`src/rtl/display8_scanner_pkg.sv`:
```
// Shared constants and types for the eight-digit multiplexed seven-segment scanner.
package display_pkg;

   localparam int         NUM_DIGITS = 8;
   localparam logic [7:0] SEG_BLANK  = 8'hFF;
   localparam logic [7:0] DIGIT_OFF  = 8'hFF;

   typedef logic [2:0] digit_idx_t;

   // Active-low one-cold anode select for a digit index.
   function automatic logic [7:0] digitSelectFor(input digit_idx_t idx);
      logic [7:0] oneHot;
      oneHot = 8'b0000_0001 << idx;
      return ~oneHot;
   endfunction

endpackage

```
`src/rtl/display8_scanner_hexto7seg.sv`:
```
// Hex nibble to active-low seven-segment pattern, bit order {g,f,e,d,c,b,a}.
module hexto7seg (
   input  logic [3:0] i_nibble,
   output logic [6:0] o_segments
);

   always_comb begin
      o_segments = 7'h7F;
      case (i_nibble)
         4'h0: o_segments = 7'h40;
         4'h1: o_segments = 7'h79;
         4'h2: o_segments = 7'h24;
         4'h3: o_segments = 7'h30;
         4'h4: o_segments = 7'h19;
         4'h5: o_segments = 7'h12;
         4'h6: o_segments = 7'h02;
         4'h7: o_segments = 7'h78;
         4'h8: o_segments = 7'h00;
         4'h9: o_segments = 7'h10;
         4'hA: o_segments = 7'h08;
         4'hB: o_segments = 7'h03;
         4'hC: o_segments = 7'h46;
         4'hD: o_segments = 7'h21;
         4'hE: o_segments = 7'h06;
         4'hF: o_segments = 7'h0E;
         default: o_segments = 7'h7F;
      endcase
   end

endmodule

```
`src/rtl/display8_scanner.sv`:
```
// Eight-digit time-multiplexed hex display driver with frame-synchronous value updates.
// Optional macro LEADING_ZERO_BLANK_EN blanks leading zero digits (digit 0 always shown).
module display8_scanner
   import display_pkg::*;
#(
   parameter int DIV_BITS = 17
) (
   input  logic        clock,
   input  logic        reset,
   input  logic [31:0] value,
   input  logic        load,
   input  logic [7:0]  digit_en,
   output logic [7:0]  digitselect,
   output logic [7:0]  segments,
   output logic        pending,
   output logic        frame_tick
);

   logic [DIV_BITS-1:0] r_prescaler;
   digit_idx_t          r_index;
   logic [31:0]         r_display;
   logic [31:0]         r_pendingData;
   logic                r_pending;
   logic [7:0]          r_digitselect;
   logic [7:0]          r_segments;
   logic                r_frameTick;

   logic                w_advance;
   logic                w_boundary;
   logic [3:0]          w_nibble;
   logic [6:0]          w_hexSeg;
   logic                w_blank;

   assign w_advance  = &r_prescaler;
   assign w_boundary = w_advance && (r_index == digit_idx_t'(NUM_DIGITS - 1));
   assign w_nibble   = r_display[{r_index, 2'b00} +: 4];

   hexto7seg u_hexto7seg (
      .i_nibble   (w_nibble),
      .o_segments (w_hexSeg)
   );

`ifdef LEADING_ZERO_BLANK_EN
   // A digit is a leading zero when it and every more significant nibble are zero.
   assign w_blank = (r_index != '0) && ((r_display >> {r_index, 2'b00}) == 32'd0);
`else
   assign w_blank = 1'b0;
`endif

   always_ff @(posedge clock or posedge reset) begin
      if (reset) begin
         r_prescaler <= '0;
         r_index     <= '0;
      end else begin
         r_prescaler <= r_prescaler + DIV_BITS'(1);
         if (w_advance) begin
            r_index <= r_index + 3'd1;
         end
      end
   end

   // Loads land in the pending register; the display register changes only at a frame
   // boundary, and a load coinciding with the boundary bypasses straight to the display.
   always_ff @(posedge clock or posedge reset) begin
      if (reset) begin
         r_display     <= '0;
         r_pendingData <= '0;
         r_pending     <= 1'b0;
      end else begin
         if (load) begin
            r_pendingData <= value;
         end
         if (w_boundary && load) begin
            r_display <= value;
            r_pending <= 1'b0;
         end else if (w_boundary && r_pending) begin
            r_display <= r_pendingData;
            r_pending <= 1'b0;
         end else if (load) begin
            r_pending <= 1'b1;
         end
      end
   end

   always_ff @(posedge clock or posedge reset) begin
      if (reset) begin
         r_digitselect <= DIGIT_OFF;
         r_segments    <= SEG_BLANK;
         r_frameTick   <= 1'b0;
      end else begin
         r_digitselect <= digit_en[r_index] ? digitSelectFor(r_index) : DIGIT_OFF;
         r_segments    <= w_blank ? SEG_BLANK : {1'b1, w_hexSeg};
         r_frameTick   <= w_boundary;
      end
   end

   assign digitselect = r_digitselect;
   assign segments    = r_segments;
   assign pending     = r_pending;
   assign frame_tick  = r_frameTick;

endmodule
```
`config.mk`:
```
export PLATFORM = sky130hd
export DESIGN_NAME = display8_scanner
export DESIGN_NICKNAME = d
export VERILOG_FILES = /design/src/rtl/display8_scanner_pkg.sv /design/src/rtl/display8_scanner_hexto7seg.sv /design/src/rtl/display8_scanner.sv
export SDC_FILE = /design/constraint.sdc
export NUM_CORES = 1
export LEC_CHECK = 0
export ABC_AREA = 1
export BUFFER_PORTS_ARGS = -buffer_cell sky130_fd_sc_hd__buf_4
export CELL_PAD_IN_SITES_DETAIL_PLACEMENT = 1
export CELL_PAD_IN_SITES_GLOBAL_PLACEMENT = 1
export CORE_MARGIN = 5
export CORE_UTILIZATION = 40
export CTS_BUF_LIST = sky130_fd_sc_hd__clkbuf_16
export CTS_CLUSTER_DIAMETER = 40
export DETAILED_ROUTE_END_ITERATION = 12
export GPL_TIMING_DRIVEN = 0
export HOLD_SLACK_MARGIN = 0.15
export PLACE_DENSITY = 0.82
export SYNTH_ARGS = -nofsm -noshare
export SYNTH_HDL_FRONTEND = slang
export SYNTH_SLANG_ARGS = --single-unit
```
`constraint.sdc`:
```
create_clock -name clock -period 5.5 [get_ports clock]
set_clock_uncertainty 0.15 [all_clocks]
set_input_delay 0 -clock clock [delete_from_list [all_inputs] [get_ports clock]]
set_output_delay 0 -clock clock [all_outputs]
set_load 0.03 [all_outputs]
```
Word level (Yosys, flattened, before mapping)
Memory sizes are Yosys's and may differ from the RTL's. A register that Yosys moved wholly into a read port is not among the register bits.
Index checks and enable logic that the tools add are counted.
{"block": "op_classes", "addsub": 2, "n_bitwise": 1, "muxes": 8, "shifts": 2, "eq_ne": 1, "n_reduce_logical": 6, "order_cmp": 1}
{"cell": "32-bit 2-to-1 mux", "count": 2}
{"cell": "32-bit by 6-bit variable part select with 4-bit output", "count": 1}
{"cell": "17-bit by 1-bit adder with 17-bit output, second input constant", "count": 1}
{"cell": "17-bit AND reduction", "count": 1}
{"cell": "8-bit 2-to-1 mux", "count": 1}
{"cell": "8-bit inverter", "count": 1}
{"cell": "1-bit by 3-bit << shifter with 8-bit output, first input constant", "count": 1}
{"cell": "3-bit by 4-bit < comparator with 1-bit output, second input constant", "count": 1}
{"cell": "1-bit 2-to-1 mux", "count": 4}
{"cell": "3-bit by 1-bit adder with 3-bit output, second input constant", "count": 1}
{"cell": "1-bit binary-select mux with 3-bit select", "count": 1}
{"cell": "3-bit equality test, second input constant", "count": 1}
{"cell": "1-bit logical AND", "count": 3}
{"cell": "3-bit nonzero test", "count": 1}
{"cell": "2-bit nonzero test", "count": 1}
{"block": "totals", "rom_bits": 112, "elab_cells": 29, "memories": 1, "reg_bits": 94}
{"name": "(name not given)", "words": 16, "width": 7, "rd": 1, "rd_ports_with_merged_regs": 1, "write_ports": 0, "line_no": "display8_scanner_hexto7seg.sv:9", "source": "case (i_nibble)"}

Logic depth before layout (Yosys ltp)
Gate-level depths: netlist of run 1.
{"block": "logic_depth", "ltp_word": 5, "mapped_depth": 13}

Modules after synthesis
Synthesis of run 1 repeated with hierarchy kept, for this count alone.
{"block": "unflattened", "cells_unflattened": 544, "hier_area_um2": 4586.9}
{"module": "display8_scanner", "cells_each": 495, "n_inst": 1, "area_each_um2": 4312.9, "seq_area_each_um2": 2546.2}
{"module": "hexto7seg", "cells_each": 49, "n_inst": 1, "area_each_um2": 274.0, "seq_area_each_um2": 0.0}

Least setup slack after synthesis of run 1
No wires, ideal clock.
{"block": "synth_path", "path_kind": "reg-to-reg", "startpoint": "register r_prescaler[0]", "endpoint": "register r_display[19]", "path_buffers": 1, "period_less_slack_ns": 2.407, "stages_incl_launch_ff": 11, "setup_ns": 0.125, "arrival_ns": 2.132, "setup_slack_ns": 3.093, "path_cell_list": "dfrtp_1 > ha_1 > nand3_2 > nor2_4 > nand4_4 > nor4_1 > ha_1 > nand2_1 > a21oi_4 > buf_6 > mux2_2"}
{"block": "synth_between", "elab_chain_len": 4, "elab_cells_between_ends": 6}
{"item": "start: declaration", "line_no": "display8_scanner.sv:19", "source": "logic [DIV_BITS-1:0] r_prescaler;"}
{"item": "start signal: assignment", "line_no": "display8_scanner.sv:55", "source": "r_prescaler <= r_prescaler + DIV_BITS'(1);"}
{"item": "17-bit AND reduction (*)", "line_no": "display8_scanner.sv:34", "source": "assign w_advance = &r_prescaler;"}
{"item": "net w_advance", "line_no": "display8_scanner.sv:28", "source": "logic w_advance;"}
{"item": "1-bit logical AND (*)", "line_no": "display8_scanner.sv:35", "source": "assign w_boundary = w_advance && (r_index == digit_idx_t'(NUM_DIGITS - 1));"}
{"item": "1-bit logical AND (on tied branches)", "line_no": "display8_scanner.sv:73, display8_scanner.sv:76"}
{"item": "32-bit 2-to-1 mux or 2-bit nonzero test (tied branches)"}
{"item": "end signal: assignment", "line_no": "display8_scanner.sv:74", "source": "r_display <= value;"}
{"item": "end signal: assignment", "line_no": "display8_scanner.sv:77", "source": "r_display <= r_pendingData;"}
{"item": "end: declaration", "line_no": "display8_scanner.sv:21", "source": "logic [31:0] r_display;"}
Mark *: on every way through the listed nets, which the timed path passes. The rest lies on a longest branch.
A chain may end at the register's enable or synchronous reset.

Worst setup path in the final report of run 1
Same ends and word-level chain as after synthesis.

==> flow_summary_export.csv, run 1 <==
group,metric,value,unit
finish,syn2layout_area_growth,37.4,%
synthesis,synthFlopType,"dfrtp_1",
floorplan,start_util,40.9,%
min_path,min_path_type,"in2async",
global_route,grt-ovfl-total,0,
clocking,numCtsBuffers,9,
synthesis,yosysMostFrequentCell,"nand2_1",
place,post-place-ws,2.69,ns
synthesis,synth_top_area_share,46.1,%
detailed_routing,avgViaCountPerCell,4.96,
synthesis,netlist_top_cells_area,"dfrtp_1, nand2_1, dfstp_2",
timing,hold_viol,0,
timing,hold_ws,0.141,ns
clocking,postCtsSetupBuffers,0,
detailed_routing,vias,4029,
detailed_routing,wl_per_cell,16.8,µm
floorplan,die_h,118,µm
clocking,clk_latency,0.35,ns
clocking,cts_root_buf,"clkbuf_16",
floorplan,die_w,118,µm
floorplan,core,11400,µm²
global_route,grt_pass1_vias,4567,
place,numPortBuffers,58,
clocking,clkSinkCount,101,
timing,min_period_over_period,51.4,%
finish,regArea,2550,µm²
status,outcome,"finished, final reports clean",
synthesis,synth_area,4670,µm²
timing,worstMarginPinSlew,0.625,ns
worst_setup_path,crit_fanout,10,
finish,final_nets,721,
timing,slew_headroom,58.3,%
finish,drive_above_1_share,20.8,%
run,max_cap_viol_count,0,
global_route,grtUsageTotal,20.2,%
synthesis,syn-mean-instance-area,9.09,µm²
synthesis,synthArstFlopShare,100,%
timing,fin_ws,2.67,ns
finish,final_core_util,56.2,%
detailed_routing,firstDrtPassIters,4,
global_route,grt_start_max_net_pins,54,
floorplan,dieArea,13900,µm²
power,vdd_ir_drop_max,0.000137,V
clocking,clkTransAtPathRegs,0.07,ns
worst_setup_path,critPathRequiredTime,5.57,ns
timing,slew_violations,0,
synthesis,synth_edf_count,0,
global_route,grt_pass1_wl,23.0,mm
finish,antenna_cells,0,
timing,fin_setup_tns,0,ns
synthesis,ys_ff_latch,101,
worst_setup_path,cp.arrival,2.90,ns
finish,multi_input_area,1800,µm²
place,gp_congestion,0.866,
detailed_routing,drt_iter0_drc,193,
timing,min_period,2.83,ns
clocking,cts.htree.levels,3,
worst_setup_path,start_kind,"flop",
synthesis,synth_commonest_cells,"nand2_1, dfrtp_1, inv_1",
clocking,cts_tree,"built",
detailed_routing,drt-total-wl,13.7,mm
synthesis,netlist_instances,514,
power,p_leak,3.19,nW
synthesis,synth_area_leader_cell,"dfrtp_1",
detailed_routing,drc,0,
finish,nFillCells,1315,
clocking,clk_path_buf_depth,2,
synthesis,ys_types,36,
timing,setup_viol,0,
timing,rsz0062_at_grt,"false",
floorplan,ios,61,
global_route,antenna_found_initial,0,
worst_setup_path,end_kind,"flop",
worst_setup_path,path_class,"reg2reg",
clocking,postCtsResizedCells,0,
synthesis,yosys_warnings,0,
timing,fmax,0.354,GHz
place,dpl.hpwl,8.41,mm
synthesis,yosysSeqAreaShare,54.5,%
power,p_per_area,257,nW/µm²
synthesis,synth_nets,571,
floorplan,fp-row-count,39,
detailed_routing,final_antenna_net_count,0,
-- worst max-delay path, cell delays in order, from the launching register on --
cell and delay, ns:
dfrtp_1 0.39, ha_1 0.22, nand3_2 0.12, nor2_4 0.18
nand4_4 0.14, nor4_1 0.23, ha_1 0.34, nand2_1 0.16
a21oi_4 0.23, buf_6 0.18, mux2_2 0.36
-- where the power goes --
part	leakage [nW]	internal (mW)	switching, mW
Combinational	1.79	0.0940	0.104
Sequential	1.25	0.783	0.0134
Clock	0.152	0.375	0.279
-- cells by family after synthesis --
kind of cell | share of synthesized area [%]
adder cells (fa/ha/maj) | 3.75
AO/OA/AOI/OAI | 6.19
XOR/XNOR | 2.25
other | 0.0803
buffers and inverters | 6.91
flip-flops | 54.5
AND/OR/NAND/NOR | 25.4
multiplexers | 0.964
-- routing by layer --
metal | part of all wire, % | GRT usage [%]
met5 | 0 | 0
met4 | 2.4 | 6.74
met3 | 2.9 | 3.84
met2 | 53 | 36.3
met1 | 42 | 24.1
-- final cells by class --
cell class                      count  share of cell area [%]
Inverter                           47                    2.87
Clock buffer                       10                    3.90
Sequential cell                   101                    39.7
Clock inverter                      6                   0.799
Tap cell                          143                    2.79
Timing Repair Buffer              139                    19.7
Buffer                             22                    2.20
Multi-Input combinational cell    344                    28.1
-- registers in the layout, summed over array words and instances (netlist names) --
name,cells
r_display,32
r_pendingData,32
r_prescaler,17
digitselect,8
segments,7
r_index,3
frame_tick,1
pending,1
-- worst paths after layout --
kind                                           start                            end  slack (ns)  depth (start not counted)
max in group asynchronous                      reset       digitselect[5]$_DFF_PP1_        4.31                          4
min in group clock         r_prescaler[16]$_DFF_PP0_      r_prescaler[16]$_DFF_PP0_        0.33                          1
max                         r_prescaler[0]$_DFF_PP0_      r_display[19]$_DFFE_PP0P_        2.67                         10
min reg2reg                r_prescaler[16]$_DFF_PP0_      r_prescaler[16]$_DFF_PP0_        0.33                          1
min                                            reset  r_pendingData[30]$_DFFE_PP0P_        0.14                          3
max reg2reg                 r_prescaler[0]$_DFF_PP0_      r_display[19]$_DFFE_PP0P_        2.67                         10
-- through the flow --
stage | cell area (µm²) | instances | total power [mW]
floorplan | 4670 | 514 | 0.890
global placement | 5290 | 715 | 0.941
detailed placement | 5320 | 716 | 0.952
CTS | 6420 | 812 | 1.64
global route | 6420 | 812 | 1.71
finish | 6420 | 812 | 1.65
-- what timing repair did --
| action | in CTS | in global routing |
|---|---|---|
| hold buffers | 80 | 0 |
| endpoints found under the setup margin | 0 | 0 |
| hold endpoints to repair | 166 | 0 |
-- placed cells by master (no fill, tap or decap), drive strengths merged --
master       synthesis  layout
a21oi                5       5
a31oi                2       2
buf                 20      79
bufinv               0       1
clkbuf               2      12
clkinv               0       3
conb                 1       1
dfrtp               86      86
dfstp               15      15
dlygate4sd3          0      80
ha                  14      14
inv                 47      49
mux2                 4       4
nand2              204     204
nand3               44      44
nand3b               2       2
nand4                3       3
nor2                12      12
nor3                 1       1
nor4                 1       1
o211ai               4       4
o21ai               33      33
o22ai                2       2
xnor2                2       2
xor2                10      10
No activity file was read; power rests on OpenSTA's default activity.
==> run 2, diff against run 1 <==
- clock period: 5.5 -> 2.9 ns (I/O delays scaled with it)
==> flow_summary_export.csv, run 2 (synthesized netlist as in run 1, its figures left out) <==
group,metric,value,unit
power,vdd_ir_drop_max,0.000261,V
finish,antenna_cells,0,
finish,top_regs,"r_display (32), r_pendingData (32), r_prescaler (17)",
floorplan,fp-row-count,39,
detailed_routing,wl_per_cell,16.9,µm
detailed_routing,avgViaCountPerCell,4.98,
timing,min_period_over_period,96.4,%
worst_setup_path,critPathRequiredTime,2.98,ns
worst_setup_path,cp_slowest_stage_delay,0.39,ns
detailed_routing,drt_iter0_drc,175,
global_route,grt_pass1_wl,23.0,mm
run,max_cap_viol_count,0,
timing,fin_setup_tns,0,ns
power,p_sw_share,24.1,%
floorplan,ios,61,
global_route,grtUsageTotal,20.2,%
clocking,clk_latency,0.35,ns
clocking,cts_root_buf,"clkbuf_16",
place,numPortBuffers,58,
power,p_comb_share,12.0,%
min_path,min_path_type,"in2async",
clocking,cts_tree,"built",
global_route,antenna_found_initial,0,
finish,final_cell_mix,"nand2_1, dfrtp_1, dlygate4sd3_1",
timing,min_period,2.79,ns
timing,setup_viol,0,
clocking,clkTransAtPathRegs,0.07,ns
power,p_int,2.38,mW
worst_setup_path,path_class,"reg2reg",
detailed_routing,drc,0,
power,seqPwrFrac,48.3,%
timing,fin_ws,0.105,ns
global_route,grt-ovfl-total,0,
worst_setup_path,cp.arrival,2.87,ns
detailed_routing,vias,4040,
finish,syn2layout_area_growth,37.6,%
worst_setup_path,r2r_slack,0.11,ns
clocking,cts.htree.levels,3,
place,dpl.hpwl,8.41,mm
floorplan,die_w,118,µm
status,outcome,"finished, final reports clean",
floorplan,die_h,118,µm
timing,fmax,0.358,GHz
power,switching_power,0.755,mW
place,gp_congestion,0.866,
worst_setup_path,cp_slowest_cell,"dfrtp_1",
detailed_routing,final_antenna_net_count,0,
worst_setup_path,start_kind,"flop",
worst_setup_path,r2r_cells,10,
clocking,clkSinkCount,101,
place,post-place-ws,0.0933,ns
timing,worstMarginPinSlew,0.626,ns
finish,nFillCells,1314,
clocking,clk_path_buf_depth,2,
worst_setup_path,reg2reg_to,"r_display[19]$_DFFE_PP0P_",
worst_setup_path,end_kind,"flop",
detailed_routing,firstDrtPassIters,5,
timing,slew_violations,0,
worst_setup_path,r2r-start,"r_prescaler[0]$_DFF_PP0_",
worst_setup_path,cp_top_family,"simple AND/OR/NAND/NOR gates",
power,p_per_area,487,nW/µm²
finish,final_nets,721,
worst_setup_path,path_buf_inv,1,
global_route,grt_start_max_net_pins,54,
floorplan,dieArea,13900,µm²
clocking,postCtsSetupBuffers,0,
global_route,grt_pass1_vias,4567,
worst_setup_path,crit_fanout,10,
worst_setup_path,path_cells,"ha_1 -> nand3_2 -> nor2_4 -> nand4_4 -> nor4_2 -> ha_2 -> nand2_1 -> a21oi_4 -> buf_6 -> mux2_2",
finish,final_common_cell,"nand2_1",
finish,final_core_util,56.3,%
timing,slew_headroom,58.3,%
power,p_leak,3.19,nW
finish,drive_above_1_share,21.1,%
timing,hold_viol,0,
clocking,numCtsBuffers,9,
floorplan,start_util,40.9,%
power,power_frac_clock,39.7,%
floorplan,core,11400,µm²
detailed_routing,drt-total-wl,13.7,mm
## run 2: cell counts in the layout (fill, tap and decap cells not counted)
No cell type changed its count.
## run 2: layout make-up
cell class              count  area, µm²  area share [%]
inverters                  47        184            2.86
well taps                 143        179            2.78
multi-input cells         344       1810            28.2
flip-flops and latches    101       2550            39.6
repair buffers            139       1260            19.7
clock inverters             6       51.3           0.798
clock buffers              10        250            3.89
plain buffers              22        141            2.20
## run 2: routing by layer
layer | wire [µm] | global-route usage (%) | vias up
met2 | 7290 | 36.3 | 87
met5 | 0 | 0 | -
met4 | 299 | 6.74 | 0
li1 | - | - | 1917
met1 | 5670 | 24.1 | 2015
met3 | 484 | 3.84 | 21
## run 2: worst max-delay path by stage
stage | cells after the start | slack, ns | startpoint | endpoint
detailed placement | 10 | 0.09 | r_prescaler[0]$_DFF_PP0_ | r_display[19]$_DFFE_PP0P_
finish | 10 | 0.11 | r_prescaler[0]$_DFF_PP0_ | r_display[19]$_DFFE_PP0P_
floorplan | 1 | 0.13 | reset | frame_tick$_DFF_PP0_
global route | 10 | -0.06 | r_prescaler[0]$_DFF_PP0_ | r_display[19]$_DFFE_PP0P_
global placement | 2 | -0.89 | reset | r_display[16]$_DFFE_PP0P_
CTS | 10 | 0.04 | r_prescaler[0]$_DFF_PP0_ | r_display[19]$_DFFE_PP0P_
## run 2: what timing repair did
action / in CTS / in global routing
resized for setup: 0 / 2
endpoints found under the hold margin: 166 / 0
setup endpoints to repair: 0 / 26
hold buffers: 80 / 0
## run 2: worst min-delay path, stage by stage
cell,delay [ns]
dlygate4sd3_1,0.53
buf_4,0.14
inv_4,0.44
## run 2: power by group through the flow
| stage | Sequential [mW] | Combinational, mW | Clock [mW] |
|---|---|---|---|
| 2_1_floorplan | 1.55 | 0.141 | 0 |
| 3_3_place_gp | 1.53 | 0.254 | 0 |
| 3_5_place_dp | 1.53 | 0.271 | 0 |
| 4_1_cts | 1.51 | 0.364 | 1.24 |
| 5_1_grt | 1.52 | 0.416 | 1.31 |
| 6_report | 1.51 | 0.375 | 1.24 |
## run 2: per-stage QoR
stage          total power [mW]  instances  cell area, µm²  hold WS, ns
5_1_grt                    3.24        812            6430        0.224
2_1_floorplan              1.69        514            4670      -0.0231
6_report                   3.13        812            6430        0.141
3_5_place_dp               1.81        716            5320      -0.0136
4_1_cts                    3.12        812            6420        0.168
3_3_place_gp               1.79        715            5290       0.0837
==> run 3, diff against run 2 <==
- CTS_BUF_LIST: sky130_fd_sc_hd__clkbuf_16 -> default
==> flow_summary_export.csv, run 3 (synthesized netlist as in run 1, its figures left out) <==
group,metric,value,unit
power,p_leak,3.20,nW
finish,final_common_cell,"nand2_1",
worst_setup_path,startpoint,"r_prescaler[0]$_DFF_PP0_",
timing,hold_viol,0,
worst_setup_path,r2r_cells,10,
timing,fmax,0.382,GHz
power,p_per_area,499,nW/µm²
timing,setup_viol,0,
floorplan,fp-row-count,39,
detailed_routing,avgViaCountPerCell,4.98,
place,dpl.hpwl,8.41,mm
worst_setup_path,r2r-start,"r_prescaler[0]$_DFF_PP0_",
floorplan,core,11400,µm²
place,numPortBuffers,58,
worst_setup_path,r2r_slack,0.28,ns
clocking,clkSinkCount,101,
floorplan,die_h,118,µm
timing,slew_headroom,56.9,%
detailed_routing,final_antenna_net_count,0,
floorplan,start_util,40.9,%
timing,rsz0062_at_grt,"false",
detailed_routing,drt_iter0_drc,181,
finish,top_regs,"r_display (32), r_pendingData (32), r_prescaler (17)",
finish,final_cell_mix,"nand2_1, dfrtp_1, dlygate4sd3_1",
power,vdd_ir_drop_max,0.000309,V
global_route,antenna_found_initial,0,
place,gp_congestion,0.866,
global_route,grt-ovfl-total,0,
worst_setup_path,cp-endpoint,"r_display[19]$_DFFE_PP0P_",
power,total_power,3.23,mW
global_route,grt_pass1_wl,23.7,mm
worst_setup_path,critPathRequiredTime,2.97,ns
finish,drive_above_1_share,21.7,%
detailed_routing,drc,0,
clocking,cts_root_buf,"clkbuf_16",
timing,worstMarginPinSlew,0.647,ns
place,placedCellCount,716,
detailed_routing,wl_per_cell,17.4,µm
worst_setup_path,path_class,"reg2reg",
worst_setup_path,reg2reg_to,"r_display[19]$_DFFE_PP0P_",
global_route,grt_pass1_vias,4613,
timing,min_period,2.62,ns
timing,hold_ws,0.154,ns
finish,final_nets,721,
finish,fin_cells,812,
floorplan,dieArea,13900,µm²
global_route,grtUsageTotal,20.9,%
floorplan,die_w,118,µm
finish,syn2layout_area_growth,38.2,%
clocking,clkTransAtPathRegs,0.08,ns
worst_setup_path,start_kind,"flop",
clocking,cts_tree,"built",
timing,min_period_over_period,90.3,%
global_route,grt_start_max_net_pins,54,
clocking,cts.htree.levels,3,
worst_setup_path,cp.arrival,2.69,ns
timing,slew_violations,0,
finish,final_core_util,56.6,%
clocking,clk_path_buf_depth,2,
min_path,min_path_type,"in2async",
finish,antenna_cells,0,
worst_setup_path,crit_fanout,10,
status,outcome,"finished, final reports clean",
clocking,numCtsBuffers,9,
detailed_routing,firstDrtPassIters,4,
detailed_routing,drt-total-wl,14.1,mm
floorplan,ios,61,
worst_setup_path,end_kind,"flop",
clocking,clk_latency,0.35,ns
detailed_routing,vias,4047,
run,max_cap_viol_count,0,
## run 3: changes by cell type in the layout (fill, tap and decap cells not counted), sizes merged
cell / previous run / this run
clkinv: 3 / 0
dlygate4sd3: 80 / 79
inv: 49 / 48
clkbuf: 12 / 17
## run 3: worst min path at each step
stage,endpoint,start,slack [ns]
floorplan,r_pendingData[19]$_DFFE_PP0P_,value[19],-0.02
global placement,r_pendingData[27]$_DFFE_PP0P_,value[27],0.08
detailed placement,r_pendingData[11]$_DFFE_PP0P_,reset,-0.01
CTS,r_display[23]$_DFFE_PP0P_,reset,0.17
global route,r_pendingData[11]$_DFFE_PP0P_,reset,0.24
finish,r_pendingData[11]$_DFFE_PP0P_,reset,0.15
## run 3: area by class of cell
type / instances / area, µm²
timing repair buffer: 139 / 1260
buffer: 22 / 144
clock buffer: 14 / 295
clock inverter: 2 / 36.3
fill: 1308 / 4960
multi-input combinational: 344 / 1810
inverter: 47 / 184
sequential: 101 / 2550
tap: 143 / 179
## run 3: stage by stage
step,setup WS (ns),area [µm²],setup TNS [ns]
floorplan,0.128,4670,0
global placement,-0.894,5290,-76.56
detailed placement,0.0933,5320,0
CTS,0.0305,6440,0
global route,0.145,6460,0
finish,0.280,6460,0
## run 3: critical path, cell delays in order (launching register included)
cell and delay, ns:
dfrtp_1 0.39, ha_1 0.22, nand3_2 0.12, nor2_4 0.18, nand4_4 0.15, nor4_2 0.18, ha_2 0.22, nand2_1 0.11
a21oi_4 0.24, buf_6 0.19, mux2_2 0.36
## run 3: report_power, final
group	total (mW)	switching [mW]	internal, mW
combinational	0.373	0.197	0.177
sequential	1.51	0.0261	1.49
clock	1.34	0.545	0.795
## run 3: repair_timing
item / CTS / global route
hold buffers: 79 / 0
endpoints found under the setup margin: 0 / 32
endpoints found under the hold margin: 166 / 0
setup buffers: 0 / 1
gates resized for setup: 0 / 3
## run 3: routing by layer
layer | up-vias | track usage, % | share of wire (%)
met5 | - | 0 | 0
li1 | 1908 | - | -
met2 | 77 | 37.4 | 54
met1 | 2037 | 25.0 | 40
met3 | 25 | 3.60 | 3.6
met4 | 0 | 7.10 | 2.7
